==> src/rtl/address_register_sequencer.sv <==
// address_register_sequencer
//   Multi-cycle controller for the PC/SP/AR address register file. Takes one
//   operation at a time over a valid/ready handshake, drives register select,
//   function select and output selects, and runs one memory request/ack per
//   memory operation. Memory address comes from the register file OutD; CALL
//   write data comes from OutC.
// Ports:
//   clock, reset_n          clock, synchronous active-low reset
//   op_valid/op_ready       operation handshake (ready only in IDLE)
//   op_code/op_operand      operation and its 16-bit operand (captured on accept)
//   mem_req/mem_we/mem_ack  memory handshake, mem_rdata read data
//   arf_regsel/arf_funsel   register enable (PC,SP,AR) and function select
//   arf_din                 register data input {16'b0, source}
//   arf_outc_sel/outd_sel   register file output selects
//   done/err                end-of-operation pulse, error pulse with done
module address_register_sequencer #(
  parameter logic [15:0] STACK_TOP = 16'hFFFE,
  parameter int unsigned TIMEOUT   = 16
) (
  input  logic        clock,
  input  logic        reset_n,
  input  logic        op_valid,
  output logic        op_ready,
  input  logic [2:0]  op_code,
  input  logic [15:0] op_operand,
  output logic        mem_req,
  output logic        mem_we,
  input  logic        mem_ack,
  input  logic [15:0] mem_rdata,
  output logic [2:0]  arf_regsel,
  output logic [1:0]  arf_funsel,
  output logic [31:0] arf_din,
  output logic [1:0]  arf_outc_sel,
  output logic [1:0]  arf_outd_sel,
  output logic        done,
  output logic        err
);

  typedef enum logic [3:0] {
    S_INIT_CLR, S_INIT_SP, S_IDLE, S_PRE, S_SEL, S_MEM,
    S_UPD, S_LDPC, S_LDAR, S_FIX, S_DONE
  } state_e;

  typedef enum logic [2:0] {
    OP_NOP, OP_FETCH, OP_PUSH, OP_POP, OP_CALL, OP_RET, OP_LOAD_AR, OP_RSVD
  } op_e;

  localparam logic [1:0]  FS_DEC = 2'b00, FS_INC = 2'b01, FS_LOAD = 2'b10, FS_CLR = 2'b11;
  localparam logic [1:0]  SEL_PC = 2'b00, SEL_SP = 2'b01;
  localparam logic [2:0]  RS_PC = 3'b001, RS_SP = 3'b010, RS_AR = 3'b100;
  localparam logic [15:0] TO_LAST = 16'(TIMEOUT - 1);

  state_e      state_q, state_d;
  op_e         op_q, op_d;
  logic [15:0] operand_q, operand_d;
  logic [15:0] rdata_q, rdata_d;
  logic [15:0] cnt_q, cnt_d;
  logic        err_q, err_d;
  logic        is_wr;
  logic [15:0] din16;

  assign is_wr = (op_q == OP_PUSH) || (op_q == OP_CALL);

  always_ff @(posedge clock) begin
    if (!reset_n) begin
      state_q   <= S_INIT_CLR;
      op_q      <= OP_NOP;
      operand_q <= '0;
      rdata_q   <= '0;
      cnt_q     <= '0;
      err_q     <= 1'b0;
    end else begin
      state_q   <= state_d;
      op_q      <= op_d;
      operand_q <= operand_d;
      rdata_q   <= rdata_d;
      cnt_q     <= cnt_d;
      err_q     <= err_d;
    end
  end

  // next state
  always_comb begin
    state_d   = state_q;
    op_d      = op_q;
    operand_d = operand_q;
    rdata_d   = rdata_q;
    cnt_d     = cnt_q;
    err_d     = err_q;
    case (state_q)
      S_INIT_CLR: state_d = S_INIT_SP;
      S_INIT_SP:  state_d = S_IDLE;
      S_IDLE: if (op_valid) begin
        op_d      = op_e'(op_code);
        operand_d = op_operand;
        err_d     = 1'b0;
        case (op_e'(op_code))
          OP_FETCH, OP_PUSH, OP_CALL: state_d = S_SEL;
          OP_POP, OP_RET:             state_d = S_PRE;
          OP_LOAD_AR:                 state_d = S_LDAR;
          OP_NOP:                     state_d = S_DONE;
          default: begin
            err_d   = 1'b1;
            state_d = S_DONE;
          end
        endcase
      end
      S_PRE: state_d = S_SEL;
      S_SEL: begin
        cnt_d   = '0;
        state_d = S_MEM;
      end
      S_MEM: begin
        if (mem_ack) begin
          cnt_d = '0;
          if (!is_wr) rdata_d = mem_rdata;
          if (op_q == OP_FETCH || is_wr) state_d = S_UPD;
          else if (op_q == OP_RET)       state_d = S_LDPC;
          else                           state_d = S_DONE;
        end else if (cnt_q == TO_LAST) begin
          // abandon: POP/RET already pre-incremented SP, so undo it
          cnt_d   = '0;
          err_d   = 1'b1;
          state_d = (op_q == OP_POP || op_q == OP_RET) ? S_FIX : S_DONE;
        end else begin
          cnt_d = cnt_q + 16'd1;
        end
      end
      S_UPD:  state_d = (op_q == OP_CALL) ? S_LDPC : S_DONE;
      S_LDPC, S_LDAR, S_FIX: state_d = S_DONE;
      S_DONE: state_d = S_IDLE;
      default: state_d = S_INIT_CLR;
    endcase
  end

  // Moore outputs. While reset_n is low every output is forced to its idle
  // value, so INIT_CLR only issues its clear once reset has been released.
  always_comb begin
    op_ready     = 1'b0;
    mem_req      = 1'b0;
    mem_we       = 1'b0;
    arf_regsel   = 3'b000;
    arf_funsel   = FS_DEC;
    din16        = '0;
    arf_outc_sel = SEL_PC;
    arf_outd_sel = SEL_PC;
    done         = 1'b0;
    err          = 1'b0;
    case (state_q)
      S_INIT_CLR: begin arf_regsel = RS_PC | RS_AR; arf_funsel = FS_CLR; end
      S_INIT_SP:  begin arf_regsel = RS_SP; arf_funsel = FS_LOAD; din16 = STACK_TOP; end
      S_IDLE:     op_ready = 1'b1;
      S_PRE:      begin arf_regsel = RS_SP; arf_funsel = FS_INC; end
      S_SEL, S_MEM: begin
        // address select set in SEL and held through MEM
        arf_outd_sel = (op_q == OP_FETCH) ? SEL_PC : SEL_SP;
        if (state_q == S_MEM) begin
          mem_req = 1'b1;
          mem_we  = is_wr;
        end
      end
      S_UPD: begin
        arf_regsel = (op_q == OP_FETCH) ? RS_PC : RS_SP;
        arf_funsel = (op_q == OP_FETCH) ? FS_INC : FS_DEC;
      end
      S_LDPC: begin
        arf_regsel = RS_PC;
        arf_funsel = FS_LOAD;
        din16      = (op_q == OP_CALL) ? operand_q : rdata_q;
      end
      S_LDAR: begin arf_regsel = RS_AR; arf_funsel = FS_LOAD; din16 = operand_q; end
      S_FIX:  begin arf_regsel = RS_SP; arf_funsel = FS_DEC; end
      S_DONE: begin done = 1'b1; err = err_q; end
      default: ;
    endcase
    if (!reset_n) begin
      op_ready     = 1'b0;
      mem_req      = 1'b0;
      mem_we       = 1'b0;
      arf_regsel   = 3'b000;
      arf_funsel   = FS_DEC;
      din16        = '0;
      arf_outc_sel = SEL_PC;
      arf_outd_sel = SEL_PC;
      done         = 1'b0;
      err          = 1'b0;
    end
  end

  assign arf_din = {16'b0, din16};

endmodule

==> config.mk <==
export PLATFORM = sky130hd
export DESIGN_NAME = address_register_sequencer
export DESIGN_NICKNAME = d
export VERILOG_FILES = /design/src/rtl/address_register_sequencer.sv
export SDC_FILE = /design/constraint.sdc
export NUM_CORES = 1
export LEC_CHECK = 0
export CAP_MARGIN = 0
export CORE_ASPECT_RATIO = 1.25
export CORE_MARGIN = 2
export CORE_UTILIZATION = 41
export DETAILED_ROUTE_END_ITERATION = 10
export PLACE_DENSITY = 0.69
export REMOVE_ABC_BUFFERS = 1
export SYNTH_ARGS = -nofsm -noshare
export SYNTH_HDL_FRONTEND = slang
export SYNTH_SLANG_ARGS = --single-unit
==> constraint.sdc <==
create_clock -name clock -period 5.1 [get_ports clock]
set_input_delay 1.02 -clock clock [delete_from_list [all_inputs] [get_ports clock]]
set_output_delay 1.02 -clock clock [all_outputs]
set_load 0.02 [all_outputs]
==> summary.md <==
| Metric | Value |
|---|---|
| Avg Synthesized Cell Area | `between 8 and 9 µm²` |
| IO buf count | `65` |
| Setup TNS | `0 ps` |
| Tot GR Track Use | `around 18%` |
| Total core area | `7790 µm²` |
| CTS tree | `yes` |
| P per Cell Area | `about 370 nW/µm²` |
| Initial DRC Count | `170` |
| Worst Path Arrival | `3250 ps` |
| Worst-margin pin slew | `between 1000 and 1500 ps` |
| Layout area overhead | `19.3%` |
| Inserted Clock Buffers | `5` |
| Peak VDD IR | `approximately 0.17 mV` |
| Remaining DRCs | `0` |
| Initial Util | `a little over two fifths` |
| ANT nets after route | `0` |
| Antenna cells | `0` |
| Post-CTS setup buffer count | `0` |
| Outcome | `finished clean` |
| Slew Viols, Final | `0` |
| Tmin final | `~4300 ps` |
| Leading area contributor after synthesis | `dfxtp_1` |
| Synth unique cells | `57` |
| # clock sinks | `56` |
| Highest Clock Rate | `0.234 GHz` |
| Initial antenna violation count | `0` |
| Dpl hpwl | `around 5600 µm` |
| First-pass GRT wire length | `about 13000 µm` |
| EDFF count, synth | `0` |
| Layout cell share with drive strength beyond 1 | `between 6 and 7%` |
| Unrepaired setup endpoints after global routing | `false` |
| Final period util | `between 80 and 90%` |
| Worst Setup Path Type | `flop to primary output` |
| Drt total wl | `about 8000 µm` |
| Fin. Hold Viols | `0` |
| Post_cts resized | `0` |
| Drt pass-1 iters | `4` |
| Maxcap violations | `0` |
| DR vias/cell | `between 5 and 6` |
| Nets | `482` |
| Asr flop ratio synth | `0%` |
| H-tree depth | `2` |
| Vias | `approximately 2900` |
| Worst Setup Start Kind | `flop` |
| Post-Syn Instances | `398` |
| CP endpoint kind | `primary output` |
| Final core utilization | `just over 50%` |
| Clock latency at the later pin of the worst-skew pair | `~320 ps` |
| P_leak | `around 0.0014 µW` |
| Num ports | `85` |
| Number of synthesized register bits | `56` |
| Largest net degree at the start of global routing | `54` |
| WL per Instance | `roughly 15 µm` |
| Final setup fails | `0` |
| GRT overflow | `0` |
| # fillers | `between 700 and 800` |
| Placer Congestion | `approximately 0.9` |
| Count leader, synth | `nand2_1` |
| Clk buf depth | `2` |
| Root buffer cell | `clkbuf_8` |
| Tot Pwr | `~1400 µW` |
| Register Area | `1120 µm²` |
| Worst Skew | `between 10 and 15 ps` |
| Crit-path max FO | `16` |
| Vert. Die Dim | `~100 µm` |
| Reg clk slew, reported paths | `~110 ps` |
| Largest cells by area after synthesis | `dfxtp_1 34%, nand2_1 7.5%, mux2i_1 5.5%` |
| Rows | `36` |
| Post-Syn Area | `~3300 µm²` |
| Synth top cells by count | `66 x nand2_1, 56 x dfxtp_1, 40 x nor2_1` |
| Hold WC Path Type | `flop to flop` |
| Multi-input logic area | `roughly 1900 µm²` |
| Relative slew slack | `~28%` |
| Critical Path RT | `slightly above 4000 ps` |
| Hold-fix buffers, CTS | `0` |
| Via count of the first global-routing pass | `between 2000 and 3000` |
| Die W | `between 80 and 90 µm` |
| Seq/Total Area, Yosys | `between 30% and 40%` |
| DIE AREA | `about 9000 µm²` |
| Ys Warns | `0` |
| Synth Flop Type | `dfxtp_1` |
| Top-area cell type share of the netlist area | `between 30% and 40%` |
## cell type report
type                    instances  share of cell area, %
clock buffers                   5                   1.75
clock inverters                 3                  0.702
inverters                       4                  0.383
multi-input cells             308                   48.6
flip-flops and latches         56                   28.6
well taps                      95                   3.03
repair buffers                 67                   17.0
## worst paths after layout
check,from,end,slack (ps),cells after the start
worst max-delay path,state_q[3],arf_din[10],830,6
worst min-delay path,operand_q[1],operand_q[1],470,2
worst max register to register,state_q[2],cnt_q[14],2560,5
worst min register to register,operand_q[1],operand_q[1],470,2
## cell usage in the layout (no fill, tap or decap), types with 3 or more instances in the layout
cell             instances
nand3_1                  9
nor4_1                   3
clkdlybuf4s50_1         65
mux2i_1                 18
nor3_1                   4
and3_1                   4
nor2_2                   4
inv_1                    4
a221oi_1                12
a21boi_0                21
clkbuf_8                 5
nor2b_1                 22
nor4b_1                  3
nor3b_1                  4
dfxtp_1                 56
and2_1                   4
a31oi_1                  4
a221oi_2                 3
and4_1                   3
nand2_1                 66
nand4_1                  3
o21ai_0                  6
conb_1                  19
a21oi_1                  7
xor2_1                   8
xnor2_1                  8
nor2_1                  40
## cells by family (layout without fill, tap and decap cells)
kind of cell,count (synthesis),in the layout,synth area share (%)
simple gates,184,184,28.7
compound gates,70,70,16.7
flops,56,56,34.1
buf+inv,52,79,10.2
mux,18,18,5.48
xor+xnor,16,16,4.26
fa+ha+maj,1,1,0.380
other cells,1,19,0.114
## worst max-delay path: stages, from the launching register on
cell             delay (ps)
dfxtp_1                 500
nor2b_1                 500
nand3_2                 230
nor2_2                  720
a221oi_1                170
nor2_1                  180
clkdlybuf4s50_1         630
## where the power goes
| group | total (µW) | leakage [µW] | switching (µW) | internal [µW] |
|---|---|---|---|---|
| Clock | 257 | 0.0000463 | 156 | 101 |
| Sequential | 547 | 0.000452 | 70.9 | 476 |
| Combinational | 643 | 0.000920 | 374 | 269 |
## flip-flops by register name, summed over array words and instances (netlist names)
signal and cells:
rdata_q 16, state_q 4, cnt_q 16, op_q 3
operand_q 16, err_q 1
## metal layers
metal	wire, µm	part of all wire, %	global-route usage [%]	up-vias
met5	0	0	0	-
met4	117	1.5	5.07	0
met3	406	5.1	2.78	12
met2	3830	48	31.6	91
met1	3620	45	22.9	1338
li1	-	-	-	1418
## per-stage QoR
stage	hold slack, ps	instance area (µm²)	setup WS (ps)	cells
floorplan	444	3040	1910	368
global placement	452	3820	1150	530
detailed placement	458	3820	1150	530
CTS	475	3920	858	538
global route	496	3920	648	538
finish	474	3920	826	538
(Power assumes the default switching activity.)
